## config.mk

```make
export PLATFORM = sky130hd
export DESIGN_NAME = mem_port_arbiter
export DESIGN_NICKNAME = d
export VERILOG_FILES = /design/src/rtl/mem_port_arbiter.sv
export SDC_FILE = /design/constraint.sdc
export NUM_CORES = 1
export LEC_CHECK = 0
export CORE_UTILIZATION = 37
export CTS_BUF_LIST = sky130_fd_sc_hd__clkbuf_16
export DETAILED_ROUTE_END_ITERATION = 10
export PLACE_DENSITY = 0.68
export SLEW_MARGIN = 25
export SYNTH_ARGS = -nofsm -noshare
export SYNTH_HDL_FRONTEND = slang
export SYNTH_SLANG_ARGS = --single-unit
```

## constraint.sdc

```tcl
create_clock -name clk -period 6.2 [get_ports clk]
set_input_delay 1.24 -clock clk [delete_from_list [all_inputs] [get_ports clk]]
set_output_delay 1.24 -clock clk [all_outputs]
set_load 0.01 [all_outputs]
```

## src/rtl/mem_port_arbiter.sv

```systemverilog
`default_nettype none
// +----------------------------------------------------------------------+
// | mem_port_arbiter                                                     |
// | Round-robin IF/DM arbiter sequencing each 16-bit word as two byte    |
// | cycles (high byte at A, low byte at A-1) on a byte-wide async memory. |
// | Optional macro ALIGN_CHECK_EN: even word addresses are rejected.     |
// | Rev 1.0                                                              |
// +----------------------------------------------------------------------+
module mem_port_arbiter #(
  parameter int ADDR_W = 14,
  parameter int BYTE_W = 8
) (
  input  logic                clk,
  input  logic                rst_n,
  input  logic                if_req,
  input  logic [ADDR_W-1:0]   if_addr,
  output logic                if_ack,
  output logic [2*BYTE_W-1:0] if_rdata,
  input  logic                dm_req,
  input  logic                dm_we,
  input  logic [ADDR_W-1:0]   dm_addr,
  input  logic [2*BYTE_W-1:0] dm_wdata,
  output logic                dm_ack,
  output logic [2*BYTE_W-1:0] dm_rdata,
  output logic                dm_err,
  output logic                busy,
  output logic [ADDR_W-1:0]   mem_addr,
  output logic                mem_we,
  output logic [BYTE_W-1:0]   mem_wdata,
  input  logic [BYTE_W-1:0]   mem_rdata
);

  localparam int   c_WORD_W   = 2 * BYTE_W;
  localparam logic c_GRANT_IF = 1'b0;
  localparam logic c_GRANT_DM = 1'b1;

  typedef enum logic [1:0] {
    S_IDLE = 2'd0,
    S_HI   = 2'd1,
    S_LO   = 2'd2,
    S_ACK  = 2'd3
  } state_t;

  state_t r_state;
  state_t w_next_state;

  // r_last_grant doubles as the owner of the transaction in flight
  logic                r_last_grant;
  logic [ADDR_W-1:0]   r_addr;
  logic                r_we;
  logic [c_WORD_W-1:0] r_wdata;
  logic [BYTE_W-1:0]   r_hi_byte;
  logic [c_WORD_W-1:0] r_if_rdata;
  logic [c_WORD_W-1:0] r_dm_rdata;

  logic                w_any_req;
  logic                w_pick_dm;
  logic [ADDR_W-1:0]   w_sel_addr;
  logic                w_misalign;
  logic                w_grant;

  assign w_any_req  = if_req | dm_req;
  assign w_pick_dm  = dm_req & (~if_req | (r_last_grant == c_GRANT_IF));
  assign w_sel_addr = w_pick_dm ? dm_addr : if_addr;
  assign w_grant    = (r_state == S_IDLE) & w_any_req;

`ifdef ALIGN_CHECK_EN
  logic r_misalign;

  assign w_misalign = ~w_sel_addr[0];

  always_ff @(posedge clk or negedge rst_n) begin
    if (!rst_n) begin
      r_misalign <= 1'b0;
    end else if (w_grant) begin
      r_misalign <= w_misalign;
    end
  end

  assign dm_err = dm_ack & r_misalign;
`else
  assign w_misalign = 1'b0;
  assign dm_err     = 1'b0;
`endif

  always_ff @(posedge clk or negedge rst_n) begin
    if (!rst_n) begin
      r_state <= S_IDLE;
    end else begin
      r_state <= w_next_state;
    end
  end

  // Next state and memory-side decode from state plus the latched request
  always_comb begin
    w_next_state = r_state;
    mem_addr     = r_addr;
    mem_wdata    = '0;
    mem_we       = 1'b0;
    case (r_state)
      S_IDLE: begin
        if (w_any_req) begin
          w_next_state = w_misalign ? S_ACK : S_HI;
        end
      end
      S_HI: begin
        w_next_state = S_LO;
        mem_wdata    = r_wdata[c_WORD_W-1:BYTE_W];
        mem_we       = r_we;
      end
      S_LO: begin
        w_next_state = S_ACK;
        mem_addr     = r_addr - ADDR_W'(1);
        mem_wdata    = r_wdata[BYTE_W-1:0];
        mem_we       = r_we;
      end
      S_ACK: begin
        w_next_state = S_IDLE;
      end
      default: begin
        w_next_state = S_IDLE;
      end
    endcase
  end

  always_ff @(posedge clk or negedge rst_n) begin
    if (!rst_n) begin
      r_last_grant <= c_GRANT_IF;
      r_addr       <= '0;
      r_we         <= 1'b0;
      r_wdata      <= '0;
    end else if (w_grant) begin
      r_last_grant <= w_pick_dm ? c_GRANT_DM : c_GRANT_IF;
      r_addr       <= w_sel_addr;
      r_we         <= w_pick_dm & dm_we;
      r_wdata      <= w_pick_dm ? dm_wdata : '0;
    end
  end

  // Low byte goes straight into the port register so rdata is valid during ACK
  always_ff @(posedge clk or negedge rst_n) begin
    if (!rst_n) begin
      r_hi_byte  <= '0;
      r_if_rdata <= '0;
      r_dm_rdata <= '0;
    end else if (!r_we) begin
      if (r_state == S_HI) begin
        r_hi_byte <= mem_rdata;
      end
      if (r_state == S_LO) begin
        if (r_last_grant == c_GRANT_DM) begin
          r_dm_rdata <= {r_hi_byte, mem_rdata};
        end else begin
          r_if_rdata <= {r_hi_byte, mem_rdata};
        end
      end
    end
  end

  assign busy     = (r_state != S_IDLE);
  assign if_ack   = (r_state == S_ACK) & (r_last_grant == c_GRANT_IF);
  assign dm_ack   = (r_state == S_ACK) & (r_last_grant == c_GRANT_DM);
  assign if_rdata = r_if_rdata;
  assign dm_rdata = r_dm_rdata;

endmodule
`default_nettype wire

```

==> results of run 1 <==
## critical path: stages (launching register included)
cell,delay [ns]
dfrtp_1,0.40
inv_1,0.13
ha_1,0.59
nor3b_1,0.38
nand3_1,0.22
or3_1,0.37
xnor2_1,0.13
clkdlybuf4s50_1,0.54
## where the power goes
group | leakage [nW] | switching (mW) | internal [mW]
Clock | 0.164 | 0.188 | 0.389
Combinational | 1.05 | 0.475 | 0.701
Sequential | 0.904 | 0.163 | 0.716
## cells in the final DEF, fill, tap and decap left out, drive strengths merged, types with 8 or more instances in the layout
cell           netlist  layout
mux2                41      41
nand2               17      17
a22oi                8       8
clkbuf               9       9
mux2i               15      15
dfrtp               74      74
a22o                17      17
nor2b               12      12
o21ai               15      15
clkdlybuf4s50        0     113
## layer usage
metal | track usage (%) | vias up | part of all wire (%)
li1 | - | 1154 | -
met1 | 21.9 | 1180 | 47
met2 | 25.8 | 72 | 46
met3 | 4.24 | 7 | 5.8
met4 | 4.48 | 0 | 0.85
met5 | 0 | - | 0
## registers in the layout, indices dropped and copies added (netlist names)
signal,count
dm_rdata,16
if_rdata,16
r_addr,14
r_hi_byte,8
r_last_grant,1
r_state,2
r_wdata,16
r_we,1
## through the flow
step           setup slack [ns]  hold WS, ns  total power, mW
2_1_floorplan              3.19        0.469             1.50
3_3_place_gp               2.30        0.489             2.03
3_5_place_dp               2.21        0.492             2.06
4_1_cts                    1.86        0.508             2.65
5_1_grt                    1.57        0.519             2.80
6_report                   1.88        0.503             2.63
## Yosys cell counts, drive strengths merged, types with 3 or more instances
| master | instances |
|---|---|
| nand2 | 17 |
| and2 | 3 |
| inv | 5 |
| nor3 | 5 |
| nor2b | 12 |
| xnor2 | 6 |
| mux2i | 15 |
| dfrtp | 74 |
| mux2 | 41 |
| ha | 6 |
| clkbuf | 9 |
| a22oi | 8 |
| xor2 | 6 |
| or3 | 3 |
| o21ai | 15 |
| a22o | 17 |
| buf | 6 |
## cell type report
cell class / instances / share of cell area (%)
clock buffers: 9 / 4.54
inverters: 5 / 0.379
multi-input cells: 169 / 28.8
well taps: 108 / 2.73
clock inverters: 7 / 2.17
flip-flops and latches: 74 / 37.3
repair buffers: 117 / 24.1
## final timing paths
kind                            slack [ns]  cells past startpoint           end
worst max-delay path                  1.88                      7   mem_addr[9]
worst min-delay path                  0.50                      1  if_rdata[13]
worst max register to register        3.67                      4   dm_rdata[5]
worst min register to register        0.50                      1  if_rdata[13]
max in group asynchronous             4.72                      2   dm_rdata[4]
min in group asynchronous             0.91                      1     r_addr[0]
## logic make-up after synthesis
logic type	count (synthesis)	synth area share, %
xor gates and xnor gates	12	3.36
DFF	74	55.3
AOI/OAI and AO/OA	44	9.41
adders and majority gates	6	2.24
muxes	56	18.3
buffers and inverters	20	2.73
other	1	0.112
and+or+nand+nor	50	8.63
==> out/results.txt, run 1 <==
The worst relative slew slack is 39.8%, and the remaining routing DRC violations is 0. Setup repair after global routing left no endpoint under its margin. The die outline area came out at 9440 sq um. The die width is 97.2 um.

Summed over all cells, the static leakage comes to 2.12 nW. The maximum level of the CTS H-tree came out at 3. The cell count after synthesis came out at 263.

The area share of the largest cell type after synthesis is 55.3%. The category of the worst setup path capture point was a primary output. The wire-length estimate of the detail-placed layout is 5230 um.

The routed wire length is 7380 um. The first global-routing pass estimated 12300 um of wire. The worst hold path belongs to the class reg2reg. For the total I/O pin count, the log shows 116. For the worst-skew pair, the clock arrives at the later sink with an insertion delay of 0.32 ns. The biggest area contributor in the post-synthesis netlist is dfrtp_1. Dividing the final minimum period by the clock period gives 69.7%. Tracing the worst setup path back leads to its startpoint at r_state[0]. The logs give 16.2% for the total global routing track utilization and 3350 sq um for the area of the mapped netlist.

From bottom edge to top edge, the die measures 97.2 um. TritonCTS created 9 clock buffers. The area of the multi-input gates came out at 1430 sq um. STA classifies the critical path startpoint as a register.

The flow ran to the end, and the final reports show no timing, DRC or antenna violations. In this run the core area contains 34 standard-cell rows. The post-route minimum period was 4.32 ns. The via density per instance is 4.93, and the clock input transition at the sequential cells of the worst setup and hold paths is 0.05 ns. In this run the most critical hold path is launched from if_rdata[13]. Counting the fill cells in the layout gives 758. The sequential cells in the finished layout cover a total of 1850 sq um.

The final hold violation count came out at 0. The run gives 3.08 ns as the critical path data arrival time. The finished cells cover 4960 sq um. The highest clock rate was 231 MHz; the share of the core filled with cells was 56.6%. Cells with a size suffix above 1 make up 17.6% of the layout. Most used flip-flop cell after synthesis: dfrtp_1. The fraction of registers with async set/reset was 100%; the total inserted antenna cells was 0. The layout net count is 439. For the worst-case vdd ir drop, the log shows 0.258 mV. The placeable core region was 8760 sq um. The launch instance of the worst register-to-register path is r_state[0]. Clock tree synthesis found a total of 74 sinks.

The number of setup buffers added after CTS is 0. The Yosys step of the flow raised 0 warnings. The tool flagged a number of max-cap violations equal to 0. The cell sitting at the root of the clock tree is a clkbuf_16.

The number of max-slew violations in the final report came out at 0. The run gives 4570 sq um as the cell area after placement. In this run, placement finished with an instance count of 471.

The logs give 0 for the number of failing setup endpoints in the final timing report and 326 for the number of nets produced by synthesis. The via count of the first global-routing pass is 2402. TritonCTS built the clock tree.

After global routing the overflow that remains totals 0. The via count of the routed design is 2413, and the average instance area after synthesis is 12.7 sq um. The finished layout holds 489 standard cells, fillers aside. Final worst clock skew: 0.00340 ns.

The kind of critical path was reg2out. The number of enable-type register cells in the synthesized netlist is 0, and the area added between synthesis and finish is 48.0%. At the pin with the least slew margin, the transition time is 0.900 ns. Peak fanout along the critical path: 16. The count of routing violations after the opening detailed-route iteration came out at 57.

After synthesis, flip-flops and latches occupy 55.3% of the total area. Before antenna repair, the detailed router went through 6 iterations. For the number of antenna violations at the first check in global routing, the log shows 0. The number of hold buffers added after CTS was 0. Maximum clock insertion buffer count: 2.

Entering global routing, the biggest net connects 75 pins. Setup TNS after final layout: 0 ns. After synthesis the netlist holds a flip-flop and latch count of 74. In the final routed layout, each cell accounts on average for 15.1 um. The run gives 0 as the post-cts sizing count. The count of nets left with antenna violations once routing finished came out at 0. Yosys attributes the largest share of cell area to dfrtp_1 55%, mux2_2 14%, mux2i_1 4.5%. For this configuration, the core starts out at a cell density of 38.2%.

The logs give 0.780 for the placer's final routability congestion estimate and 4.96 ns for the required time of the critical path. The power per unit of standard cell area is 531 nW/um^2. The synthesized netlist contains 37 unique library cells.

Number of buffers added on ports: 114.
(Power assumes the default switching activity.)
==> run 2: changes to the inputs <==
clock period = 4.1 ns   (was 6.2 ns; I/O delays follow)
==> run 2 against run 1 <==
Worst hold slack lost 0.0078 ns. Sequential cell count is the same. Clock power grew 44%. Sequential power grew 51%. Utilization shrank 0.27 points. Clock-buffer cell count is the same. Critical path depth is the same. Power grew 51%. Setup slack lost 1.4 ns. Sequential share of layout area grew 0.18 points. Wire length grew 3.4%. Critical endpoint unchanged. Highest routed layer unchanged.
==> out/results.txt, run 2 (synthesis results as in run 1) <==
Height of the die: 97.2 um (unchanged). The logs give 0 (unchanged) for the post-cts sizing count and 0.332 mV (was 0.258 mV) for the worst-case vdd ir drop. For the sequential cell fraction of total power, the log shows 33.5% (was 33.4%). The power per unit of standard cell area is 803 nW/um^2 (was 531 nW/um^2), and the aggregate global routing overflow is 0 (unchanged). The tools report the layout net count as 440 (was 439). Peak fanout along the critical path: 6 (was 16). Critical path startpoint: r_state[0] (unchanged).

The die outline area was 9440 sq um (unchanged); the number of nets with antenna violations after detailed routing was 0 (unchanged). The run gives 3.96 mW (was 2.63 mW) as the power consumption. For the share of power burned in combinational logic, the log shows 45.5% (was 44.7%). Kind of path behind the tightest hold check: in2async (was reg2reg). The run gives 12600 um (was 12300 um) as the first-pass GRT wire length. TritonCTS built the clock tree. The kind of critical path is reg2out (unchanged). The detailed-route wire length per cell is 15.6 um (was 15.1 um). The setup slack at placement came out at 0.821 ns (was 2.21 ns). The number of max-slew violations in the final report came out at 0 (unchanged).

The tools report the total leakage power as 2.10 nW (was 2.12 nW). Setup repair after global routing left no endpoint under its margin. The filler cell count in the final layout is 761 (was 758). The maximum clock insertion buffer count was 2 (unchanged); the final period utilization was 89.2%.

The final hold violation count was 0 (unchanged). The total I/O pin count came out at 116 (unchanged). The total inserted antenna cells was 0 (unchanged); the number of detailed-route iterations in the first pass was 4 (was 6). The CTS sink count is 74 (unchanged).

Worst-path cell chain: inv_1 > ha_1 > nor3b_1 > nand3_1 > or3_1 > xnor2_1 > clkdlybuf4s50_1 (unchanged). The tools report the launch instance of the worst register-to-register path as r_state[0] (unchanged). The total global routing track utilization was 16.7% (was 16.2%); the number of failing setup endpoints in the final timing report was 0 (unchanged).

The tools report the remaining routing DRC violations as 0 (unchanged). The run gives 75 (unchanged) as the maximum number of pins on one net before global-route repair. The cell area after placement came out at 4590 sq um (was 4570 sq um). The number of buffers created by CTS was 9 (unchanged).

The longest individual stage delay on the worst path came out at 0.55 ns (was 0.59 ns). The area added between synthesis and finish was 47.3% (was 48.0%); the required time of the critical path was 3.28 ns (was 4.96 ns). The final worst-path setup slack is 0.442 ns (was 1.88 ns). The clock group share of total power was 21.0% (was 21.9%); the clock input transition at the sequential cells of the worst setup and hold paths was 0.06 ns (was 0.05 ns). The actual transition at the worst max-transition pin was 0.919 ns (was 0.900 ns); the placed wire-length estimate was 5280 um (was 5230 um).

The run gives 4930 sq um (was 4960 sq um) as the area of all placed cells without fillers. The run gives 38.2% (unchanged) as the initial standard-cell utilization of the core. The routed wire length was 7620 um (was 7380 um); the via density per instance was 5.01 (was 4.93). The tools report the number of buffers added for setup after CTS as 0 (unchanged).

The number of buffers added on ports is 114 (unchanged). Number of hold buffers added after cts: 0 (unchanged). For the placeable core region, the log shows 8760 sq um (unchanged). The via count of the routed design was 2456 (was 2413); the worst setup slack for register-to-register paths was 1.71 ns (was 3.67 ns).

The placer's final routability congestion estimate is 0.752 (was 0.780). Count of placed standard cells in the final layout, fillers left out: 490 (was 489). The clock latency of the later-clocked register in the worst-skew pair is 0.32 ns (about the same), and the instance count after placement with tap cells included is 473 (was 471).

The internal power of the cells was 2.68 mW (was 1.81 mW); the critical path data arrival time was 2.84 ns (was 3.08 ns). Commonest non-fill, non-tap cell in the layout: clkdlybuf4s50_1 (unchanged). The sort of element at the start of the critical path is a register (unchanged). The maximum level of the CTS H-tree came out at 3 (unchanged). Worst relative slew slack: 38.6% (was 39.8%).

Root buffer cell: clkbuf_16 (unchanged). Count of routing violations after the opening detailed-route iteration: 105 (was 57). The number of max-capacitance violations reported is 0 (unchanged), and the die width is 97.2 um (unchanged).

The run gives 0.00541 ns (was 0.00340 ns) as the final worst clock skew. The area of the multi-input gates was 1420 sq um (was 1430 sq um); the switching share of power was 32.4% (was 31.4%). For this run, the top clock speed supported by timing is 273 MHz.

Via count of the first global-routing pass: 2500 (was 2402). Most frequent cells in the layout: 113 x clkdlybuf4s50_1, 74 x dfrtp_1, 41 x mux2_2 (unchanged). For the area used by sequential logic in the layout, the log shows 1850 sq um (unchanged). The category of the worst setup path capture point is a primary output (unchanged). The fraction of layout cells with a size suffix above 1 was 17.8% (was 17.6%); the switching component of the power was 1.28 mW (was 0.826 mW). The post-route minimum period came out at 3.66 ns.

The flow ran to the end, and the final reports show no timing, DRC or antenna violations. The slowest library cell on the worst path is clkdlybuf4s50_1 (was ha_1). The number of antenna violations at the first check in global routing came out at 0 (unchanged). The tools report the setup TNS after final layout as 0 ns (unchanged). The number of standard-cell rows in the floorplan came out at 34 (unchanged).
-- run 2: final timing paths --
kind / endpoint / cells past startpoint
min in group clk: dm_rdata[6] / 1
min reg2reg: dm_rdata[6] / 1
max reg2reg: dm_rdata[9] / 5
min: r_addr[0] / 1
max in group asynchronous: r_hi_byte[1] / 1
max: mem_addr[9] / 7
-- run 2: metrics by stage --
step / util, % / hold WS (ns)
after global routing: 56.3 / 0.521
final: 56.3 / 0.495
after detailed placement: 52.3 / 0.492
after floorplan: - / 0.469
after global placement: 52.3 / 0.488
after CTS: 56.0 / 0.506
-- run 2: final cells by class --
cell class,count,share of cell area [%]
multi-input cells,169,28.8
clock inverters,7,1.88
repair buffers,118,24.2
inverters,5,0.380
clock buffers,9,4.56
well taps,108,2.74
flip-flops and latches,74,37.5
-- run 2: worst max-delay path, delay by kind of cell (launching register included) --
kind | cells | cell delay, ns
DFF | 1 | 0.40
buffers and inverters | 2 | 0.68
and+or+nand+nor | 3 | 0.96
xor gates and xnor gates | 1 | 0.14
adders and majority gates | 1 | 0.32
-- run 2: power groups by stage --
stage | clock, mW | combinational [mW] | sequential [mW]
2_1_floorplan | 0 | 0.907 | 1.36
3_3_place_gp | 0 | 1.77 | 1.32
3_5_place_dp | 0 | 1.80 | 1.34
4_1_cts | 0.849 | 1.81 | 1.33
5_1_grt | 0.881 | 1.96 | 1.38
6_report | 0.831 | 1.80 | 1.33
-- run 2: metal layers --
layer	part of all wire, %	GRT usage [%]	up-vias	wire length, um
li1	-	-	1159	-
met1	45	22.4	1202	3420
met2	48	26.7	84	3640
met3	6.2	4.24	11	470
met4	1.2	5.17	0	93
met5	0	0	-	0
==> edit 1 (config.mk and constraints of run 2) <==
Build with the macro `ALIGN_CHECK_EN` defined.
--- a/src/rtl/mem_port_arbiter.sv
+++ b/src/rtl/mem_port_arbiter.sv
@@ -8,2 +8,4 @@
 // +----------------------------------------------------------------------+
+`define ALIGN_CHECK_EN
+
 module mem_port_arbiter #(
Check against the original RTL: not equivalent (a bounded check fails within 4 cycles, from zero or initial values and one cycle with rst_n low).
==> edit 1 against run 2 <==
- core utilization decreased by 0.77 points
- critical endpoint is now mem_addr[13]
- sequential power rose by 5%
- routed wire length fell by 0.92%
- die area grew 3.2%
- worst setup slack improved by 0.29 ns
- synthesized area rose by 3.3%
- global-route usage rose by 0.13 points
- count of clock-buffer cells in the layout did not move
- non-clock buffer count down 1
- cell area barely moved
- total power shrank 1.8%
- sequential cell count increased by 1
==> edit 1: results (changes against run 2) <==
status=finished, final reports clean (unchanged); slowest stage delay, CP=0.57 ns (was 0.55 ns); CTS clk-pin slew, worst paths=0.05 ns; Final Hold Viols=0 (unchanged); H-tree lvl count=3 (unchanged); Post-synth top cells=75 x dfrtp_1, 40 x mux2_2, 17 x a22o_1, 16 x nand2_1 (was 74 x dfrtp_1, 41 x mux2_2, 17 x a22o_1, 17 x nand2_1, 15 x mux2i_1); crit path max fanout=16 (was 6); DRT iter0 DRCs=72 (was 105); unique cell type count in the Yosys netlist=42 (was 37); initial antenna violation count=0 (unchanged); worst vdd ir=0.3135 mV (was 0.3318 mV); clk buf depth=2 (unchanged); synth warn=0 (unchanged); Worst Skew=0.002904 ns (was 0.005411 ns); worst slew pin tran=0.8597 ns (was 0.9186 ns); HPWL Detailed=5445 um (was 5277 um); 1st-pass router iterations=4 (unchanged); Async S/R FF share, synth=1.000 (unchanged); Synth area leaders=dfrtp_1 54%, mux2_2 13%, a22o_1 4.3%, mux2i_1 3.8%, a22oi_1 2.0% (was dfrtp_1 55%, mux2_2 14%, mux2i_1 4.5%, a22o_1 4.4%, ha_1 2.2%); largest net degree at the start of global routing=76 (was 75); via count=2,501 (was 2,456); post-CTS sizing=0 (unchanged); GRT Total Usage=0.1686 (was 0.1673); Final GP Congestion=0.7536 (was 0.7519); placed cells=476 (was 473); Post-Syn Nets=329 (was 326); NumNets Final=441 (was 440); fillers=765 (was 761); Post-CTS Setup Bufs=0 (unchanged); Layout Cells excl Fill=491 (was 490); Syn Inst Count=267 (was 263); routed length per instance=15.38 um (was 15.56 um); post-synthesis sequential area ratio=0.5423 (was 0.5527); Top FF cell, synth=dfrtp_1 (unchanged); WP data arrival=2.55 ns (was 2.84 ns); Critical-path top delay cell=clkdlybuf4s50_1 (unchanged); Hold/Removal Path Class=reg -> reg (was in -> async); Port Buf Inserts=115 (was 114); top-area cell type share of the netlist area=0.5423 (was 0.5527); first-pass GRT wire length=12,820 um (was 12,640 um); delay-heaviest family, CP=buffers and inverters (was simple AND/OR/NAND/NOR gates); leak pwr=0.002095 uW (was 0.002103 uW); clock buffer count from CTS=9 (unchanged); placed instance area=4676 sq um (was 4586 sq um); CTS root buf=clkbuf_16 (unchanged); # diodes=0 (unchanged); share of cells above drive strength 1=0.1775 (was 0.1780)
[edit 1: changes by cell type after synthesis, sizes merged, moves of 2 or more]
| cell | run 2 | this run |
|---|---|---|
| nor2b | 12 | 10 |
| buf | 6 | 13 |
| nand4 | 0 | 2 |
| nor2 | 2 | 5 |
| nor4 | 0 | 5 |
| mux2i | 15 | 13 |
| o21ai | 15 | 13 |
| nor3 | 5 | 2 |
| or3 | 3 | 1 |
| clkbuf | 9 | 3 |
[edit 1: final cells by class]
class                           instances  area [sq um]  share of cell area
Tap cell                              108         135.1             0.02736
Timing Repair Buffer                  117          1167              0.2364
Inverter                                5         18.77            0.003800
Clock buffer                            9         225.2             0.04560
Clock inverter                          6         33.78            0.006841
Sequential cell                        75          1877              0.3800
Multi-Input combinational cell        171          1481              0.3000
[edit 1: per-stage QoR]
stage                     total power (uW)  setup WS (ns)  hold slack [ns]
after global routing                  4161         0.5607           0.5078
final                                 3891         0.7322           0.4918
after floorplan                       2401          1.759           0.4426
after global placement                3192          1.075           0.4617
after detailed placement              3242          1.063           0.4673
after CTS                             3942         0.6908           0.4791
[edit 1: kinds of logic (layout without fill, tap and decap cells)]
group,count (synthesis),after routing,synth area share
flip-flops,75,75,0.5423
multiplexers,53,53,0.1677
AND/OR/NAND/NOR,53,53,0.1059
AO/OA/AOI/OAI,47,47,0.1001
buffers and inverters,21,137,0.03290
XOR/XNOR,13,13,0.03290
adder cells (fa/ha/maj),5,5,0.01808
[edit 1: routing by layer]
metal	wire length, um	track usage	share of wire	up-vias
li1	-	-	-	1191
met1	3512	0.2250	0.46	1217
met2	3527	0.2687	0.47	83
met3	407	0.03759	0.054	10
met4	106	0.06544	0.014	0
met5	0	0	0	-
[edit 1: worst reg2reg max path, delay by kind of cell, from the launching register on]
kind	cells	cell delay (ns)
AND/OR/NAND/NOR	1	0.77
multiplexers	1	0.43
flip-flops	1	0.41
buffers and inverters	2	0.32
adder cells (fa/ha/maj)	1	0.14
[edit 1: worst paths after layout]
check,startpoint,endpoint,slack [ns],cells after the start
max in group asynchronous,rst_n,dm_rdata[10],3.12,1
setup reg to reg,r_state[0],if_rdata[15],1.92,5
hold / removal,r_misalign,r_misalign,0.49,1
min in group asynchronous,rst_n,dm_rdata[4],0.51,1
setup / recovery,r_state[0],mem_addr[13],0.73,7
hold reg to reg,r_misalign,r_misalign,0.49,1
[edit 1: where the power goes]
part	total [uW]	switching (uW)	internal (uW)	leakage, uW
combinational	1820	753	1060	0.00106
clock	679	280	400	0.000124
sequential	1400	278	1120	0.000914
==> edit 2 (config.mk and constraints of run 2) <==
Without the edit above. The 4 states of `state_t` get a one-hot encoding in 4 bits.
--- a/src/rtl/mem_port_arbiter.sv
+++ b/src/rtl/mem_port_arbiter.sv
@@ -36,7 +36,7 @@
 
-  typedef enum logic [1:0] {
-    S_IDLE = 2'd0,
-    S_HI   = 2'd1,
-    S_LO   = 2'd2,
-    S_ACK  = 2'd3
+  typedef enum logic [3:0] {
+    S_IDLE = 4'b0001,
+    S_HI   = 4'b0010,
+    S_LO   = 4'b0100,
+    S_ACK  = 4'b1000
   } state_t;
Formal check against the unedited RTL: no difference found for any inputs over 10 cycles, from zero or initial values and one cycle with rst_n low; not proved beyond that.
==> edit 2 against run 2 <==
- the flow now finishes with violations (design-rule violations)
- synthesized area increased by 1.0%
- fmax increased by 7.9%
- sequential cell count increased by 2
- worst setup slack improved by 0.27 ns
- total power decreased by 13%
- non-clock buffer count unchanged
- cell area increased by 0.51%
- first-iteration DRC count decreased by 45%
- routed wire length decreased by 1.9%
==> edit 2: results (changes against run 2) <==
worst r2r src=r_state[3] (was r_state[0]); Async S/R FF share, synth=1.000 (unchanged); Synth area leaders=dfrtp_1 55%, mux2_2 13%, nand2_1 5.9%, mux2i_1 4.1%, nand3_1 2.8% (was dfrtp_1 55%, mux2_2 14%, mux2i_1 4.5%, a22o_1 4.4%, ha_1 2.2%); worst vdd ir=0.2510 mV (was 0.3318 mV); placed cells=499 (was 473); post-DR vias/cell=4.868 (was 5.012); DRC Markers=18 (was 0); status=finished, violations left (was finished, final reports clean); RR Endpoint=if_rdata[15] (was dm_rdata[9]); worst reg2reg setup slack=1.60 ns (was 1.71 ns); max_slew headroom=0.4034 (was 0.3863); final slew viol count=0 (unchanged); vias in the first global route=2,539 (was 2,500); Final GP Congestion=0.7502 (was 0.7519); post-synthesis sequential area ratio=0.5621 (was 0.5527); Worst Skew=0.006100 ns (was 0.005411 ns); largest net degree at the start of global routing=77 (was 75); 1st-pass router iterations=7 (was 4); crit path max fanout=3 (was 6); routed length per instance=14.52 um (was 15.56 um); HPWL Detailed=5273 um (was 5277 um); failing checks=design-rule violations; post-CTS sizing=0 (unchanged); DRT iter0 DRCs=58 (was 105); Post-synth top cells=75 x dfrtp_1, 53 x nand2_1, 40 x mux2_2, 19 x nand3_1, 15 x o21ai_0 (was 74 x dfrtp_1, 41 x mux2_2, 17 x a22o_1, 17 x nand2_1, 15 x mux2i_1); Top FF cell, synth=dfrtp_1 (unchanged); slowest stage delay, CP=0.56 ns; Post-CTS Setup Bufs=0 (unchanged); synth warn=0 (unchanged); clk buf depth=2 (unchanged); clock buffer count from CTS=9 (unchanged); leak pwr=0.002230 uW (was 0.002103 uW); Post-Synth XOR/XNOR Area=0.03363 (was 0.03361); Post-Syn Nets=349 (was 326); hold_buf cts=0 (unchanged); syn avg cell area=11.63 sq um (was 12.74 sq um); # diodes=0 (unchanged); reg2reg path depth=4 (was 5); Compound-Gate Fraction of Synth Area=0.04878 (was 0.09410); clock latency on the worst-skew pair=0.33 ns; Layout Cells excl Fill=515 (was 490); mux cell area share after synthesis=0.1744 (was 0.1826); NumNets Final=460 (was 440); first-pass GRT wire length=12,430 um (was 12,640 um); unique cell type count in the Yosys netlist=33 (was 37); Adder-Cell Fraction of Synth Area=0.003695 (was 0.02240); fillers=778 (was 761); Min-Delay Startpoint=r_wdata[7]; share of cells above drive strength 1=0.1695 (was 0.1780); GRT Total Usage=0.1646 (was 0.1673); Hold/Removal Path Class=reg -> reg (was in -> async)
edit 2: changes by cell type after synthesis, sizes merged, moves of 2 or more:
cell,delta
nand2,+36
nand3,+17
nor2b,-11
a22o,-9
a22oi,-8
ha,-5
buf,+4
nor2,+4
nor4b,+3
and2,-2
nor4,+2
or3,-2
xor2,+2
edit 2: worst max-delay path by stage:
| stage | start | to | slack [ns] | depth (start not counted) |
|---|---|---|---|---|
| final | r_addr[9] | mem_addr[13] | 0.71 | 5 |
| after global routing | r_state[3] | mem_addr[9] | 0.60 | 5 |
| after CTS | r_addr[9] | mem_addr[13] | 0.71 | 5 |
| after detailed placement | r_addr[9] | mem_addr[13] | 1.08 | 5 |
| after global placement | r_addr[9] | mem_addr[13] | 1.07 | 5 |
| after floorplan | r_addr[9] | mem_addr[13] | 1.61 | 4 |
edit 2: kinds of logic after synthesis:
| kind of cell | count (synthesis) |
|---|---|
| mux | 54 |
| simple gates | 98 |
| fa+ha+maj | 1 |
| compound gates | 26 |
| buf+inv | 22 |
| other cells | 1 |
| xor+xnor | 13 |
| flops | 76 |
edit 2: stage by stage:
stage               total power (uW)    util  instance area, sq um  hold WS (ns)  setup slack [ns]
finish                          3465  0.5632                  4960        0.4711            0.7096
global route                    3680  0.5632                  4960        0.5022            0.5998
CTS                             3508  0.5628                  4956        0.4763            0.7069
detailed placement              2663  0.5269                  4639        0.4628             1.085
global placement                2620  0.5269                  4639        0.4509             1.073
floorplan                       1967       -                  3386        0.4391             1.608
edit 2: cell type report:
type | count | area [sq um] | area share
clock buffers | 9 | 225.2 | 0.04541
flip-flops and latches | 76 | 1903 | 0.3837
repair buffers | 118 | 1172 | 0.2364
well taps | 108 | 135.1 | 0.02725
multi-input cells | 193 | 1418 | 0.2858
inverters | 4 | 15.01 | 0.003027
clock inverters | 7 | 91.34 | 0.01842
edit 2: worst reg2reg max path, delay by kind of cell, from the launching register on:
kind | cells | cell delay (ns)
buffers and inverters | 1 | 0.30
DFF | 1 | 0.44
muxes | 1 | 0.42
and+or+nand+nor | 2 | 1.22
edit 2: layer usage:
layer,global-route usage,up-vias,part of all wire
li1,-,1219,-
met1,0.2032,1196,0.44
met2,0.2706,86,0.47
met3,0.05612,6,0.078
met4,0.05245,0,0.011
met5,0,-,0
edit 2: where the power goes:
group | switching, uW | internal [uW] | total (uW) | leakage, uW
Clock | 303 | 530 | 833 | 0.000151
Combinational | 577 | 747 | 1320 | 0.00112
Sequential | 237 | 1070 | 1310 | 0.000963
Total | 1120 | 2350 | 3460 | 0.00223
